===== src/rtl/tft_pkg.sv =====
// Shared definitions for the TFT SPI receive path: command opcodes,
// decoder state encoding and the RGB565 pixel type.
package tft_pkg;

  localparam logic [7:0] CMD_CASET = 8'h2A;
  localparam logic [7:0] CMD_PASET = 8'h2B;
  localparam logic [7:0] CMD_RAMWR = 8'h2C;

  typedef enum logic [2:0] {
    ST_IDLE,
    ST_CASET,
    ST_PASET,
    ST_RAMWR,
    ST_SKIP
  } dec_state_t;

  typedef logic [15:0] rgb565_t;

  // Any command byte restarts decoding from the state it selects.
  function automatic dec_state_t dispatch(input logic [7:0] cmd);
    case (cmd)
      CMD_CASET: return ST_CASET;
      CMD_PASET: return ST_PASET;
      CMD_RAMWR: return ST_RAMWR;
      default:   return ST_SKIP;
    endcase
  endfunction

endpackage


===== src/rtl/tft_spi_deser.sv =====
// Passive SPI mode-0 byte deserialiser: synchronises the bus into clk,
// detects spi_clk rising edges and assembles MSB-first bytes.
module tft_spi_deser (
  input  logic       clk,
  input  logic       rst,
  input  logic       spi_clk,
  input  logic       spi_mosi,
  input  logic       spi_dc,
  input  logic       spi_cs,
  output logic       byte_valid,
  output logic [7:0] byte_data,
  output logic       byte_dc
);

  logic [1:0] clk_sync;
  logic [1:0] mosi_sync;
  logic [1:0] dc_sync;
  logic [1:0] cs_sync;
  logic       clk_prev;
  logic [6:0] shift;
  logic [2:0] bit_cnt;
  logic       clk_rise;

  assign clk_rise = clk_sync[1] & ~clk_prev;

  // NOTE: sequential state uses non-blocking assignments so every register
  // samples pre-edge values, independent of statement order.
  always_ff @(posedge clk or posedge rst) begin
    if (rst) begin
      clk_sync   <= 2'b00;
      mosi_sync  <= 2'b00;
      dc_sync    <= 2'b00;
      cs_sync    <= 2'b11;
      clk_prev   <= 1'b0;
      shift      <= '0;
      bit_cnt    <= '0;
      byte_valid <= 1'b0;
      byte_data  <= '0;
      byte_dc    <= 1'b0;
    end else begin
      clk_sync   <= {clk_sync[0], spi_clk};
      mosi_sync  <= {mosi_sync[0], spi_mosi};
      dc_sync    <= {dc_sync[0], spi_dc};
      cs_sync    <= {cs_sync[0], spi_cs};
      clk_prev   <= clk_sync[1];
      byte_valid <= 1'b0;
      if (cs_sync[1]) begin
        // Deselect discards any partial byte.
        shift   <= '0;
        bit_cnt <= '0;
      end else if (clk_rise) begin
        shift   <= {shift[5:0], mosi_sync[1]};
        bit_cnt <= bit_cnt + 3'd1;
        if (bit_cnt == 3'd7) begin
          byte_data  <= {shift, mosi_sync[1]};
          byte_dc    <= dc_sync[1];
          byte_valid <= 1'b1;
        end
      end
    end
  end

endmodule


===== src/rtl/tft_spi_rx.sv =====
// TFT SPI bus monitor: byte deserialiser plus, with TFT_SPI_RX_PIXEL_DECODE_EN
// defined, a CASET/PASET/RAMWR decoder producing addressed RGB565 pixels.
module tft_spi_rx
  import tft_pkg::*;
#(
  parameter int WIDTH   = 320,
  parameter int HEIGHT  = 480,
  parameter int COORD_W = 9
) (
  input  logic               clk,
  input  logic               rst,
  input  logic               spi_clk,
  input  logic               spi_mosi,
  input  logic               spi_dc,
  input  logic               spi_cs,
  output logic               byte_valid,
  output logic [7:0]         byte_data,
  output logic               byte_dc,
  output logic               pixel_valid,
  output logic [COORD_W-1:0] pixel_x,
  output logic [COORD_W-1:0] pixel_y,
  output logic [15:0]        pixel_color,
  output logic               ramwr_active
);

  tft_spi_deser u_deser (
    .clk        (clk),
    .rst        (rst),
    .spi_clk    (spi_clk),
    .spi_mosi   (spi_mosi),
    .spi_dc     (spi_dc),
    .spi_cs     (spi_cs),
    .byte_valid (byte_valid),
    .byte_data  (byte_data),
    .byte_dc    (byte_dc)
  );

  // Pixel coordinates are the low bits of 16-bit window values.
  if (WIDTH < 1 || HEIGHT < 1 || COORD_W < 1 || COORD_W > 16) begin : g_bad_geometry
  end

`ifdef TFT_SPI_RX_PIXEL_DECODE_EN

  localparam logic [15:0] X_END_RST = 16'(WIDTH - 1);
  localparam logic [15:0] Y_END_RST = 16'(HEIGHT - 1);

  dec_state_t  state, state_next;
  logic [1:0]  arg_cnt;
  logic [23:0] arg_buf;
  logic [15:0] x_start, x_end, y_start, y_end;
  logic [15:0] cur_x, cur_y;
  logic        lo_phase;
  logic [7:0]  hi_byte;
  rgb565_t     color_next;

  assign color_next   = {hi_byte, byte_data};
  assign ramwr_active = (state == ST_RAMWR);

  always_ff @(posedge clk or posedge rst) begin
    if (rst) state <= ST_IDLE;
    else     state <= state_next;
  end

  // NOTE: the default assignment before any branch keeps this block free of
  // inferred latches.
  always_comb begin
    state_next = state;
    if (byte_valid) begin
      if (!byte_dc) begin
        state_next = dispatch(byte_data);
      end else if ((state == ST_CASET || state == ST_PASET) && arg_cnt == 2'd3) begin
        state_next = ST_SKIP;
      end
    end
  end

  always_ff @(posedge clk or posedge rst) begin
    if (rst) begin
      arg_cnt     <= '0;
      arg_buf     <= '0;
      x_start     <= '0;
      x_end       <= X_END_RST;
      y_start     <= '0;
      y_end       <= Y_END_RST;
      cur_x       <= '0;
      cur_y       <= '0;
      lo_phase    <= 1'b0;
      hi_byte     <= '0;
      pixel_valid <= 1'b0;
      pixel_x     <= '0;
      pixel_y     <= '0;
      pixel_color <= '0;
    end else begin
      pixel_valid <= 1'b0;
      if (byte_valid) begin
        if (!byte_dc) begin
          arg_cnt  <= '0;
          lo_phase <= 1'b0;
          if (byte_data == CMD_RAMWR) begin
            cur_x <= x_start;
            cur_y <= y_start;
          end
        end else begin
          case (state)
            ST_CASET, ST_PASET: begin
              arg_cnt <= arg_cnt + 2'd1;
              if (arg_cnt == 2'd3) begin
                // Window commits atomically on the fourth argument only.
                if (state == ST_CASET) begin
                  x_start <= arg_buf[23:8];
                  x_end   <= {arg_buf[7:0], byte_data};
                end else begin
                  y_start <= arg_buf[23:8];
                  y_end   <= {arg_buf[7:0], byte_data};
                end
              end else begin
                arg_buf <= {arg_buf[15:0], byte_data};
              end
            end
            ST_RAMWR: begin
              if (!lo_phase) begin
                hi_byte  <= byte_data;
                lo_phase <= 1'b1;
              end else begin
                lo_phase    <= 1'b0;
                pixel_valid <= 1'b1;
                pixel_x     <= cur_x[COORD_W-1:0];
                pixel_y     <= cur_y[COORD_W-1:0];
                pixel_color <= color_next;
                if (cur_x >= x_end) begin
                  cur_x <= x_start;
                  cur_y <= (cur_y >= y_end) ? y_start : cur_y + 16'd1;
                end else begin
                  cur_x <= cur_x + 16'd1;
                end
              end
            end
            default: ;
          endcase
        end
      end
    end
  end

`else

  assign pixel_valid  = 1'b0;
  assign pixel_x      = '0;
  assign pixel_y      = '0;
  assign pixel_color  = '0;
  assign ramwr_active = 1'b0;

`endif

endmodule


===== config.mk =====
export PLATFORM = sky130hd
export DESIGN_NAME = tft_spi_rx
export DESIGN_NICKNAME = d
export VERILOG_FILES = /design/src/rtl/tft_pkg.sv /design/src/rtl/tft_spi_deser.sv /design/src/rtl/tft_spi_rx.sv
export SDC_FILE = /design/constraint.sdc
export NUM_CORES = 1
export LEC_CHECK = 0
export BUFFER_PORTS_ARGS = -buffer_cell sky130_fd_sc_hd__buf_2
export CAP_MARGIN = 20
export CORE_MARGIN = 2
export CORE_UTILIZATION = 40
export CTS_CLUSTER_SIZE = 40
export DETAILED_ROUTE_END_ITERATION = 8
export PLACE_DENSITY = 0.7
export REMOVE_ABC_BUFFERS = 1
export SLEW_MARGIN = 20
export SYNTH_ARGS = -nofsm -noshare
export SYNTH_HDL_FRONTEND = slang
export SYNTH_SLANG_ARGS = --single-unit

===== constraint.sdc =====
create_clock -name clk -period 1.3 [get_ports clk]
set_input_delay 0.065 -clock clk [delete_from_list [all_inputs] [get_ports clk]]
set_output_delay 0.065 -clock clk [all_outputs]
set_load 0.05 [all_outputs]

# Word-level counts from Yosys, hierarchy flattened
# Cells that the tools add are included.
dict set report word_totals {
  wordCells 24
  input_bits 6
  reg_bits 29
  out_inout_bits 46
}
dict set report op_classes {
  muxes 7
  n_bitwise 3
  reduce_logical 2
  n_eq_ne 1
  add_sub_neg 1
}
# op n
set op_table {}
lappend op_table {{$mux 7} 2}
lappend op_table {{$mux 3} 2}
lappend op_table {{$add 3x1->3 const B} 1}
lappend op_table {{$eq 3x3->1 const B} 1}
lappend op_table {{$mux 1} 3}
lappend op_table {{$reduce_and 3->1} 1}
lappend op_table {{$not 1->1} 2}
lappend op_table {{$reduce_bool 2->1} 1}
lappend op_table {{$and 1x1->1} 1}

# Logic depth before layout (Yosys ltp)
# Gate-level depths: netlist of the first run.
dict set report depth {
  ltp_word 4
  depth_mapped 5
  ltp_nobuf 4
}

# Cells and area by module
# Synthesis of the first run repeated with hierarchy kept, for this count alone.
dict set report hier_totals {
  cells_unflattened 114
  area_unflattened_um2 1323.8
}
# mod area_each_um2 cells_each seq_area_each_um2 n_inst
set modules_own_cells {}
lappend modules_own_cells {tft_spi_deser 1049.8 77 728.2 1}
lappend modules_own_cells {tft_spi_rx 274.0 37 0.0 1}

# Least setup slack after synthesis of the first run
# OpenSTA, ideal clock, no wires.
dict set report synth_path {
  kind {flip-flop to flip-flop}
  startpoint {reg u_deser.clk_prev}
  endpoint {reg u_deser.byte_data[0]}
  t_arrival_ns 1.259
  required_ns 1.175
  synth_period_minus_slack_ns 1.384
  setup_slack_ns -0.084
  path_stages_with_launch 6
  path_buffers 2
  setup_ns 0.125
  cell_sequence {dfrtp_1 > nand2b_4 > buf_6 > nor3b_2 > buf_6 > mux2_2}
}
dict set report synth_between {
  elab_chain_len 3
}
# item line_no
set synth_rtl {}
lappend synth_rtl {{start: declaration} tft_spi_deser.sv:19} ;# logic clk_prev;
lappend synth_rtl {{start signal: assignment} tft_spi_deser.sv:45} ;# clk_prev <= clk_sync[1];
lappend synth_rtl {{$not 1->1} tft_spi_deser.sv:24} ;# assign clk_rise = clk_sync[1] & ~clk_prev;
lappend synth_rtl {{$and 1x1->1} tft_spi_deser.sv:24}
lappend synth_rtl {{$reduce_and 3->1 (no line)} -}
lappend synth_rtl {{end signal: assignment} tft_spi_deser.sv:55} ;# byte_data <= {shift, mosi_sync[1]};
lappend synth_rtl {{end: declaration} tft_spi_deser.sv:11} ;# output logic [7:0] byte_data,
# No other way between the ends.
# A chain may end at the register's enable or synchronous reset.

# Final worst setup path of the first run
dict set report layout_path {
  startpoint {reg u_deser.bit_cnt[1]}
  endpoint {reg u_deser.byte_data[6]}
}
dict set report layout_between {
  elab_chain_len 2
}
# item line_no
set layout_rtl {}
lappend layout_rtl {{start: declaration} tft_spi_deser.sv:21} ;# logic [2:0] bit_cnt;
lappend layout_rtl {{start signal: assignment} tft_spi_deser.sv:53} ;# bit_cnt <= bit_cnt + 3'd1;
lappend layout_rtl {{$eq 3x3->1} tft_spi_deser.sv:54} ;# if (bit_cnt == 3'd7) begin
lappend layout_rtl {{$reduce_and 3->1 (no line)} -}
# No other way between the ends.

==> flow_summary.json, run 1 <==
{
  "clock_skew_ps": 8.732,
  "cts_max_level": 2,
  "irDropWorstVdd_mv": 0.7977,
  "finalPower_mw": 1.790,
  "fin_cells": 188,
  "maxSlewViolCount": 0,
  "rsz0062_at_grt": "yes",
  "postLayoutCoreUtil_pct": 48.91,
  "grt_usage_pct": 11.64,
  "p_sw_mw": 0.5703,
  "maxCapViolations": 0,
  "syn2layout_area_growth_pct": 14.65,
  "hold_viol_final": 0,
  "p_int_mw": 1.220,
  "drt-initial-drc-count": 4,
  "reg2reg_from": "u_deser.bit_cnt[1]",
  "fmax_mhz": 662.0,
  "synth_seq_cells": 29,
  "worstSetupStartpoint": "u_deser.bit_cnt[1]",
  "end_kind": "register",
  "cts.sink_count": 29,
  "yosysSeqAreaShare_pct": 55.01,
  "overflow": 0,
  "syn_area_um2": 1324,
  "nets": 152,
  "fin_crit_ps": 1511,
  "synth_largest_area_cell": "dfrtp_1",
  "cts_buffers": 5,
  "antenna_found_initial": 0,
  "synth-edff-count": 0,
  "synth_commonest_cells": "buf_4, dfrtp_1, nand2_1, a21oi_1, mux2_2",
  "rrSetupSlack_ps": -210,
  "cts_tree": "yes",
  "core_um2": 3103,
  "synth_cell_type_count": 17,
  "swShare_pct": 31.85,
  "placed_area_um2": 1336,
  "pre_cts_ws_ps": -202.7,
  "start_util_pct": 42.66,
  "arrival_ps": 1720,
  "vias": 757,
  "crit_top_cell": "ha_4",
  "clock_latency_ps": 320,
  "p_leak_nw": 0.7880,
  "seqPwrFrac_pct": 52.3,
  "via_per_inst": 4.027,
  "drive_gt1_share_pct": 31.25,
  "powerDensity_nw_per_um2": 1180,
  "diodes": 0,
  "rows": 20,
  "portBuffers": 15,
  "synth-main-ff-cell": "dfrtp_1",
  "dp.final_hpwl_um": 1330,
  "clockBufferDepth": 2,
  "hold_class": "primary input to asynchronous set/reset pin",
  "reg2reg_depth": 5,
  "fillers": 274,
  "cp_max_fo": 8,
  "grt_max_degree": 30,
  "cts_root_buf": "clkbuf_4",
  "p_clk_share_pct": 30.3,
  "power_frac_comb_pct": 17.4,
  "violations": "negative setup slack",
  "critPathSlowestCell": "dfrtp_1",
  "async_flop_share_pct": 100.0,
  "dp_cells": 175,
  "avgSynthCellArea_um2": 11.61,
  "ys_top_cells_by_area": "dfrtp_1, buf_4, mux2_2",
  "status": "finished with violations",
  "layout_setup_ws_ps": -210.6,
  "setup_viol": 9,
  "clk_pin_slew_worst_paths_ps": 90,
  "crit_chain": "ha_4, ha_4, nor3b_4, buf_6, mux2_4",
  "finalCritPeriodShare_pct": 116.2,
  "yosys.cell_count.top_type": "buf_4",
  "synthCells": 114,
  "reg2reg_to": "u_deser.byte_data[6]",
  "critPathBufInv": 1,
  "wl_per_cell_um": 10.11,
  "dieArea_um2": 3785,
  "worst-path-stages": 5,
  "netlist.area_leader.share_pct": 51.04,
  "max_stage_delay_ps": 410,
  "post-route-drc-count": 0,
  "critical-path-top-delay-family": "flip-flops",
  "required_ps": 1510,
  "dieHeight_um": 61.53,
  "wl_um": 1900,
  "path_class": "register to register",
  "design_area_um2": 1518,
  "grt_pass1_wl_um": 3105,
  "ys.warnings.count": 0,
  "gp_congestion": 0.7321,
  "cp-start-kind": "register",
  "ant_nets": 0,
  "grt_pass1_vias": 719,
  "firstDrtPassIters": 4,
  "die_w_um": 61.53,
  "critPathCapture": "u_deser.byte_data[6]",
  "io_pins": 52
}
## stage by stage
stage	hold WS, ps	TNS (ps)
after floorplan	69.48	-2487
after global placement	129.3	-1008
after detailed placement	145.1	-1589
after CTS	334.9	-1757
after global routing	360.2	-2079
final	328.8	-1780
## tightest hold or removal path: stages
cell and delay (ps):
dlygate4sd3_1 520, buf_2 120, inv_1 40, buf_4 320
## what timing repair did
action                                  4_1_cts  5_1_grt
pin swaps                                     1        2
resized for setup                            14        1
hold buffers                                  5        0
endpoints found under the setup margin        9        9
setup buffers                                 1        0
hold endpoints to repair                     31        0
## routing by layer
layer | GRT usage (%) | vias up | routed length [µm]
met5 | 0 | - | 0
met4 | 5.775 | 0 | 31
met3 | 5.882 | 4 | 201
met2 | 17.14 | 49 | 897
met1 | 14.11 | 357 | 768
li1 | - | 347 | -
## power groups by stage
| stage | Sequential [mW] | Combinational (mW) | Clock, mW |
|---|---|---|---|
| 6_report | 0.936 | 0.312 | 0.542 |
| 5_1_grt | 0.939 | 0.336 | 0.602 |
| 4_1_cts | 0.935 | 0.311 | 0.557 |
| 3_5_place_dp | 0.952 | 0.294 | 0 |
| 3_3_place_gp | 0.950 | 0.289 | 0 |
| 2_1_floorplan | 0.953 | 0.258 | 0 |
## layout make-up
type | instances | area, µm² | area share [%]
Tap cell | 44 | 55.05 | 3.627
Sequential cell | 29 | 728.2 | 47.98
Clock buffer | 7 | 55.05 | 3.627
Inverter | 1 | 3.754 | 0.2473
Multi-Input combinational cell | 79 | 486.7 | 32.07
Timing Repair Buffer | 28 | 188.9 | 12.45
## sequential cells by signal, summed over array words and instances (netlist names)
name	cells
u_deser.byte_data	8
u_deser.cs_sync	2
u_deser.mosi_sync	2
u_deser.clk_sync	2
u_deser.dc_sync	2
u_deser.byte_valid	1
u_deser.shift	7
u_deser.byte_dc	1
u_deser.clk_prev	1
u_deser.bit_cnt	3
## worst min path at each step
stage	slack, ps	from	endpoint
floorplan	70	spi_cs	u_deser.cs_sync[0]
global placement	130	rst	u_deser.clk_sync[0]
detailed placement	150	rst	u_deser.byte_data[2]
CTS	330	rst	u_deser.bit_cnt[0]
global route	360	u_deser.clk_sync[0]	u_deser.clk_sync[1]
finish	330	rst	u_deser.shift[1]
## placed cells by master, fill, tap and decap left out, drive strengths merged
cell and count:
a21oi 9, and2b 1, buf 23, clkbuf 7, conb 36, dfrtp 27
dfstp 2, dlygate4sd3 5, ha 2, inv 1, mux2 9, nand2 18
nand2b 1, nor2 1, nor3b 1, xnor2 1
## cells by family after synthesis
| group | synth area share [%] |
|---|---|
| XOR/XNOR | 0.6617 |
| buffers and inverters | 23.06 |
| other | 0.2833 |
| multiplexers | 7.656 |
| adder cells (fa/ha/maj) | 1.890 |
| AND/OR/NAND/NOR | 8.033 |
| flip-flops | 55.01 |
| AO/OA/AOI/OAI | 3.402 |
(Power assumes the default switching activity.)
==> inputs of run 2 (changes only) <==
--- a/config.mk
+++ b/config.mk
@@ -7,11 +7,13 @@
 export LEC_CHECK = 0
 export BUFFER_PORTS_ARGS = -buffer_cell sky130_fd_sc_hd__buf_2
 export CAP_MARGIN = 20
+export CELL_PAD_IN_SITES_DETAIL_PLACEMENT = 1
+export CELL_PAD_IN_SITES_GLOBAL_PLACEMENT = 2
 export CORE_MARGIN = 2
-export CORE_UTILIZATION = 40
+export CORE_UTILIZATION = 26
 export CTS_CLUSTER_SIZE = 40
 export DETAILED_ROUTE_END_ITERATION = 8
-export PLACE_DENSITY = 0.7
+export PLACE_DENSITY_LB_ADDON = 0.1
 export REMOVE_ABC_BUFFERS = 1
 export SLEW_MARGIN = 20
 export SYNTH_ARGS = -nofsm -noshare
==> run 2 against run 1 <==
Compared with the run above: the run still ends with negative setup slack left; sequential cell count unchanged; first-iteration DRC count rose to 3.3 times the previous value; register-to-register slack better by 20 ps; clock skew down 5.7 ps; die area up 50%; final area up 5.4%; global-route usage down 2.8 points; hold slack better by 18 ps; sequential share of layout area down 2.4 points; critical path depth unchanged; critical endpoint is now u_deser.byte_data[3]; largest cell class unchanged.
==> flow_summary.json, run 2 (synthesized netlist as in run 1, its figures left out) <==
{
  "status": "finished with violations",
  "violations": "negative setup slack",
  "nets": 152,
  "wl_per_cell_um": 10.52,
  "grt.met3_usage_pct": 3.571,
  "p_clk_share_pct": 43.0,
  "maxCapViolations": 0,
  "swShare_pct": 27.70,
  "largestRegisters": "u_deser.byte_data (8), u_deser.shift (7), u_deser.bit_cnt (3)",
  "antenna_found_initial": 0,
  "rsz0062_at_grt": "yes",
  "fmax_mhz": 670.4,
  "setup_viol": 9,
  "via_per_inst": 3.509,
  "dp_cells": 197,
  "start_util_pct": 27.48,
  "clockBufferDepth": 2,
  "cts_max_level": 2,
  "core_um2": 4817,
  "holdWs_ps": 346.3,
  "clock_latency_ps": 270,
  "grt_max_degree": 20,
  "gp_congestion": 0.6383,
  "cts_root_buf": "clkbuf_8",
  "dp.final_hpwl_um": 1509,
  "fillers": 560,
  "required_ps": 1460,
  "final_common_cell": "conb_1",
  "grt_usage_pct": 8.851,
  "cts_tree": "yes",
  "grt-busiest-layer": "met2",
  "ant_nets": 0,
  "drive_gt1_share_pct": 31.72,
  "portBuffers": 15,
  "powerDensity_nw_per_um2": 1380,
  "cts_buffers": 5,
  "grt_pass1_wl_um": 3581,
  "cts.sink_count": 29,
  "diodes": 0,
  "largest-register": "u_deser.byte_data",
  "max_stage_delay_ps": 370,
  "grt_util_met1_pct": 11.16,
  "clock_skew_ps": 3.022,
  "arrival_ps": 1650,
  "wl_um": 2230,
  "grt_pass1_vias": 742,
  "crit_chain": "ha_2, ha_4, nor3b_4, buf_4, mux2_2",
  "p_int_mw": 1.595,
  "maxSlewViolCount": 0,
  "end_kind": "register",
  "grt_util_met2_pct": 13.04,
  "hold_viol_final": 0,
  "syn2layout_area_growth_pct": 20.79,
  "io_pins": 52,
  "fin_crit_ps": 1492,
  "rows": 25,
  "firstDrtPassIters": 2,
  "irDropWorstVdd_mv": 0.7912,
  "die_w_um": 75.36,
  "finalCritPeriodShare_pct": 114.7,
  "postLayoutCoreUtil_pct": 33.19,
  "final_cell_mix": "conb_1, dfrtp_1, nand2_1",
  "fin_cells": 212,
  "critPathSlowestCell": "dfrtp_1",
  "largest_register_ffs": 8,
  "power_frac_comb_pct": 14.5,
  "seqPwrFrac_pct": 42.5,
  "path_class": "register to register",
  "vias": 744,
  "overflow": 0,
  "dieArea_um2": 5678,
  "cp_max_fo": 3,
  "hold_class": "primary input to asynchronous set/reset pin",
  "drt-initial-drc-count": 13,
  "layout_setup_ws_ps": -191.6,
  "post-route-drc-count": 0,
  "p_leak_nw": 0.8168,
  "dieHeight_um": 75.36,
  "cp-start-kind": "register",
  "p_sw_mw": 0.6111,
  "clk_pin_slew_worst_paths_ps": 60
}
==> run 2: cell types whose count changed in the layout (fill, tap and decap cells not counted), sizes merged <==
cell,before,now
bufinv,0,1
==> run 2: layer usage <==
metal | share of wire [%] | routed length, µm
met5 | 0 | 0
met4 | 2.1 | 46
met3 | 7.1 | 158
met2 | 46 | 1021
met1 | 45 | 1003
==> run 2: path summary, 6_finish.rpt <==
path | startpoint | to | slack, ps | cells past startpoint
worst max-delay path | u_deser.bit_cnt[0] | u_deser.byte_data[3] | -190 | 5
worst min-delay path | rst | u_deser.bit_cnt[0] | 350 | 3
worst max register to register | u_deser.bit_cnt[0] | u_deser.byte_data[3] | -190 | 5
worst min register to register | u_deser.clk_sync[0] | u_deser.clk_sync[1] | 350 | 0
max in group asynchronous | rst | u_deser.byte_data[5] | 490 | 4
min in group clk | u_deser.clk_sync[0] | u_deser.clk_sync[1] | 350 | 0
==> run 2: layout make-up <==
type                            instances  area, µm²  share of cell area, %
Clock buffer                            7      86.33                  5.399
Clock inverter                          1      30.03                  1.878
Inverter                                1      3.754                 0.2347
Multi-Input combinational cell         79      465.4                  29.11
Sequential cell                        29      728.2                  45.54
Tap cell                               67      83.83                  5.243
Timing Repair Buffer                   28      201.4                  12.60
==> run 2: power groups by stage <==
stage	Sequential [mW]	Clock, mW	Combinational, mW
after floorplan	0.953	0	0.258
final	0.937	0.949	0.321
after detailed placement	0.952	0	0.298
after global placement	0.951	0	0.298
after global routing	0.939	1.03	0.341
after CTS	0.936	0.988	0.315
==> run 2: timing repair <==
| item | CTS | global route |
|---|---|---|
| gates resized for setup | 2 | 9 |
| pin swaps | 0 | 1 |
| cloned | 0 | 0 |
| setup buffers | 1 | 1 |
| hold buffers | 5 | 0 |
| setup endpoints to repair | 9 | 9 |
| hold endpoints to repair | 12 | 0 |
==> run 2: critical path, delay by kind of cell, from the launching register on <==
| kind | cells | cell delay (ps) |
|---|---|---|
| fa+ha+maj | 2 | 320 |
| buf+inv | 1 | 160 |
| mux | 1 | 320 |
| flops | 1 | 370 |
| simple gates | 1 | 200 |
==> run 2: through the flow <==
stage / cell area [µm²] / power [mW] / TNS [ps] / setup WS, ps
2_1_floorplan: 1154 / 1.211 / -2487 / -276.4
3_3_place_gp: 1370 / 1.249 / -1141 / -137.4
3_5_place_dp: 1370 / 1.251 / -1240 / -158.4
4_1_cts: 1554 / 2.240 / -1543 / -179.1
5_1_grt: 1599 / 2.313 / -2376 / -276.6
6_report: 1599 / 2.206 / -1662 / -191.6
==> inputs of run 3 (changes only) <==
--- a/config.mk
+++ b/config.mk
@@ -5,12 +5,13 @@
 export SDC_FILE = /design/constraint.sdc
 export NUM_CORES = 1
 export LEC_CHECK = 0
+export ABC_AREA = 1
 export BUFFER_PORTS_ARGS = -buffer_cell sky130_fd_sc_hd__buf_2
 export CAP_MARGIN = 20
 export CELL_PAD_IN_SITES_DETAIL_PLACEMENT = 1
 export CELL_PAD_IN_SITES_GLOBAL_PLACEMENT = 2
 export CORE_MARGIN = 2
-export CORE_UTILIZATION = 26
+export CORE_UTILIZATION = 25
 export CTS_CLUSTER_SIZE = 40
 export DETAILED_ROUTE_END_ITERATION = 8
 export PLACE_DENSITY_LB_ADDON = 0.1
==> run 3 against run 2 <==
Compared with the run above: the flow now finishes without violations; global-route usage grew 0.20 points; sequential share of layout area shrank 1.9 points; first-iteration DRC count is the same; final area grew 4.4%; worst setup slack gained 260 ps; wire length grew 14%; largest cell class unchanged; largest power group unchanged.
==> flow_summary.json, run 3 <==
{
  "status": "finished clean",
  "yosysSeqAreaShare_pct": 51.64,
  "final_cell_mix": "nand2_1, conb_1, dfrtp_1",
  "finalCritPeriodShare_pct": 94.56,
  "synth-edff-count": 0,
  "powerDensity_nw_per_um2": 1447,
  "wl_per_cell_um": 9.976,
  "final_common_cell": "nand2_1",
  "grt_max_degree": 30,
  "maxCapViolations": 0,
  "overflow": 0,
  "grt_usage_pct": 9.049,
  "synth_top_family_by_area": "buffers and inverters",
  "p_clk_share_pct": 45.9,
  "netlist.area_leader.share_pct": 47.91,
  "cts_root_buf": "clkbuf_8",
  "grt_pass1_wl_um": 4160,
  "cts_tree": "yes",
  "via_per_inst": 3.620,
  "synth_cell_type_count": 16,
  "postLayoutCoreUtil_pct": 30.50,
  "dieHeight_um": 79.10,
  "async_flop_share_pct": 100.0,
  "vias": 923,
  "fmax_mhz": 813.5,
  "dp_cells": 240,
  "wl_um": 2544,
  "rows": 27,
  "synth.area.mux_share_pct": 0,
  "p_int_mw": 1.750,
  "portBuffers": 15,
  "clk_pin_slew_worst_paths_ps": 70,
  "io_pins": 52,
  "rsz0062_at_grt": "yes",
  "cts_max_level": 2,
  "synth_simple_gate_area_share_pct": 20.85,
  "power_frac_comb_pct": 14.4,
  "dieArea_um2": 6257,
  "synth_commonest_cells": "nand2_1, buf_4, dfrtp_1, nand3_1, inv_1",
  "cts_buffers": 5,
  "synth-main-ff-cell": "dfrtp_1",
  "die_w_um": 79.10,
  "yosys.cell_count.top_type": "nand2_1",
  "largestRegisters": "u_deser.byte_data (8), u_deser.shift (7), u_deser.bit_cnt (3)",
  "synth_largest_area_cell": "dfrtp_1",
  "fillers": 662,
  "hold_viol_final": 0,
  "seqPwrFrac_pct": 39.7,
  "p_sw_mw": 0.6651,
  "firstDrtPassIters": 4,
  "synthAdderAreaFrac_pct": 1.775,
  "end_kind": "register",
  "cp_max_fo": 4,
  "core_um2": 5473,
  "synth_seq_cells": 29,
  "post-route-drc-count": 0,
  "tns_ps": 0,
  "clock_latency_ps": 280,
  "setup_viol": 0,
  "syn_area_um2": 1410,
  "hold_class": "register to register",
  "grt.met3_usage_pct": 3.523,
  "ys_top_cells_by_area": "dfrtp_1, buf_4, nand2_1",
  "synth_xor_area_share_pct": 0,
  "irDropWorstVdd_mv": 0.4869,
  "p_leak_nw": 0.9840,
  "clockBufferDepth": 2,
  "maxSlewViolCount": 0,
  "ant_nets": 0,
  "drt-initial-drc-count": 13,
  "largest-register": "u_deser.byte_data",
  "swShare_pct": 27.53,
  "grt_pass1_vias": 914,
  "ys.warnings.count": 0,
  "grt-busiest-layer": "met2",
  "required_ps": 1470,
  "syn2layout_area_growth_pct": 18.37,
  "largest_register_ffs": 8,
  "cts.sink_count": 29,
  "dp.final_hpwl_um": 1859,
  "grt_util_met2_pct": 15.51,
  "antenna_found_initial": 0,
  "cp-start-kind": "register",
  "fin_crit_ps": 1229,
  "diodes": 0,
  "grt_util_met1_pct": 9.397,
  "holdWs_ps": 350.2,
  "drive_gt1_share_pct": 25.68,
  "synth-compound-area-share_pct": 0.7098,
  "fin_cells": 255,
  "arrival_ps": 1400,
  "gp_congestion": 0.7249,
  "nets": 190,
  "path_class": "register to register",
  "synthCells": 149,
  "avgSynthCellArea_um2": 9.464,
  "clock_skew_ps": 5.092,
  "start_util_pct": 25.77
}
## run 3: metal layers
metal  vias to the layer above  routed length (µm)
met5                         -                   0
met4                         0                  69
met3                         5                 166
met2                        41                1154
met1                       431                1154
li1                        446                   -
## run 3: critical path: stages (launching register included)
cell and delay [ps]:
dfrtp_1 380, ha_2 180, ha_2 160, inv_2 60, nor2_4 40, buf_4 150
nand3_1 80, nand2_1 50
## run 3: power groups by stage
| stage | registers, mW | logic, mW | clock network (mW) |
|---|---|---|---|
| 4_1_cts | 0.960 | 0.343 | 1.15 |
| 2_1_floorplan | 0.971 | 0.288 | 0 |
| 6_report | 0.960 | 0.347 | 1.11 |
| 3_5_place_dp | 0.977 | 0.332 | 0 |
| 5_1_grt | 0.963 | 0.372 | 1.19 |
| 3_3_place_gp | 0.976 | 0.329 | 0 |
## run 3: cell families after synthesis
family                     Yosys count
AOI/OAI and AO/OA                    2
adders and majority gates            2
buffers and inverters               51
DFF                                 29
other                                1
and+or+nand+nor                     64
## run 3: final cells by class
| class | count | area (µm²) | area share (%) |
|---|---|---|---|
| clock buffers | 5 | 68.82 | 4.123 |
| repair buffers | 30 | 200.2 | 11.99 |
| well taps | 72 | 90.09 | 5.397 |
| flip-flops and latches | 29 | 728.2 | 43.63 |
| inverters | 12 | 45.04 | 2.699 |
| multi-input cells | 104 | 471.7 | 28.26 |
| clock inverters | 3 | 65.06 | 3.898 |
## run 3: final timing paths
kind,depth (start not counted),to,startpoint,slack (ps)
worst max-delay path,7,u_deser.byte_data[6],u_deser.bit_cnt[0],70
worst min-delay path,0,u_deser.dc_sync[1],u_deser.dc_sync[0],350
worst max register to register,7,u_deser.byte_data[6],u_deser.bit_cnt[0],70
worst min register to register,0,u_deser.dc_sync[1],u_deser.dc_sync[0],350
max in group asynchronous,4,u_deser.cs_sync[1],rst,590
min in group asynchronous,4,u_deser.dc_sync[1],rst,400
## run 3: through the flow
step / cell area (µm²) / setup WS [ps] / total power, mW
after CTS: 1647 / 8.378 / 2.454
final: 1669 / 70.76 / 2.416
after global placement: 1463 / 26.94 / 1.305
after global routing: 1669 / -26.00 / 2.526
after floorplan: 1237 / 117.1 / 1.259
after detailed placement: 1463 / 2.989 / 1.308
## run 3: timing repair
item	in CTS	in global routing
pin swaps	0	0
setup endpoints to repair	6	9
hold buffers	5	0
gates resized for setup	1	3
setup buffers	0	2
endpoints found under the hold margin	31	0
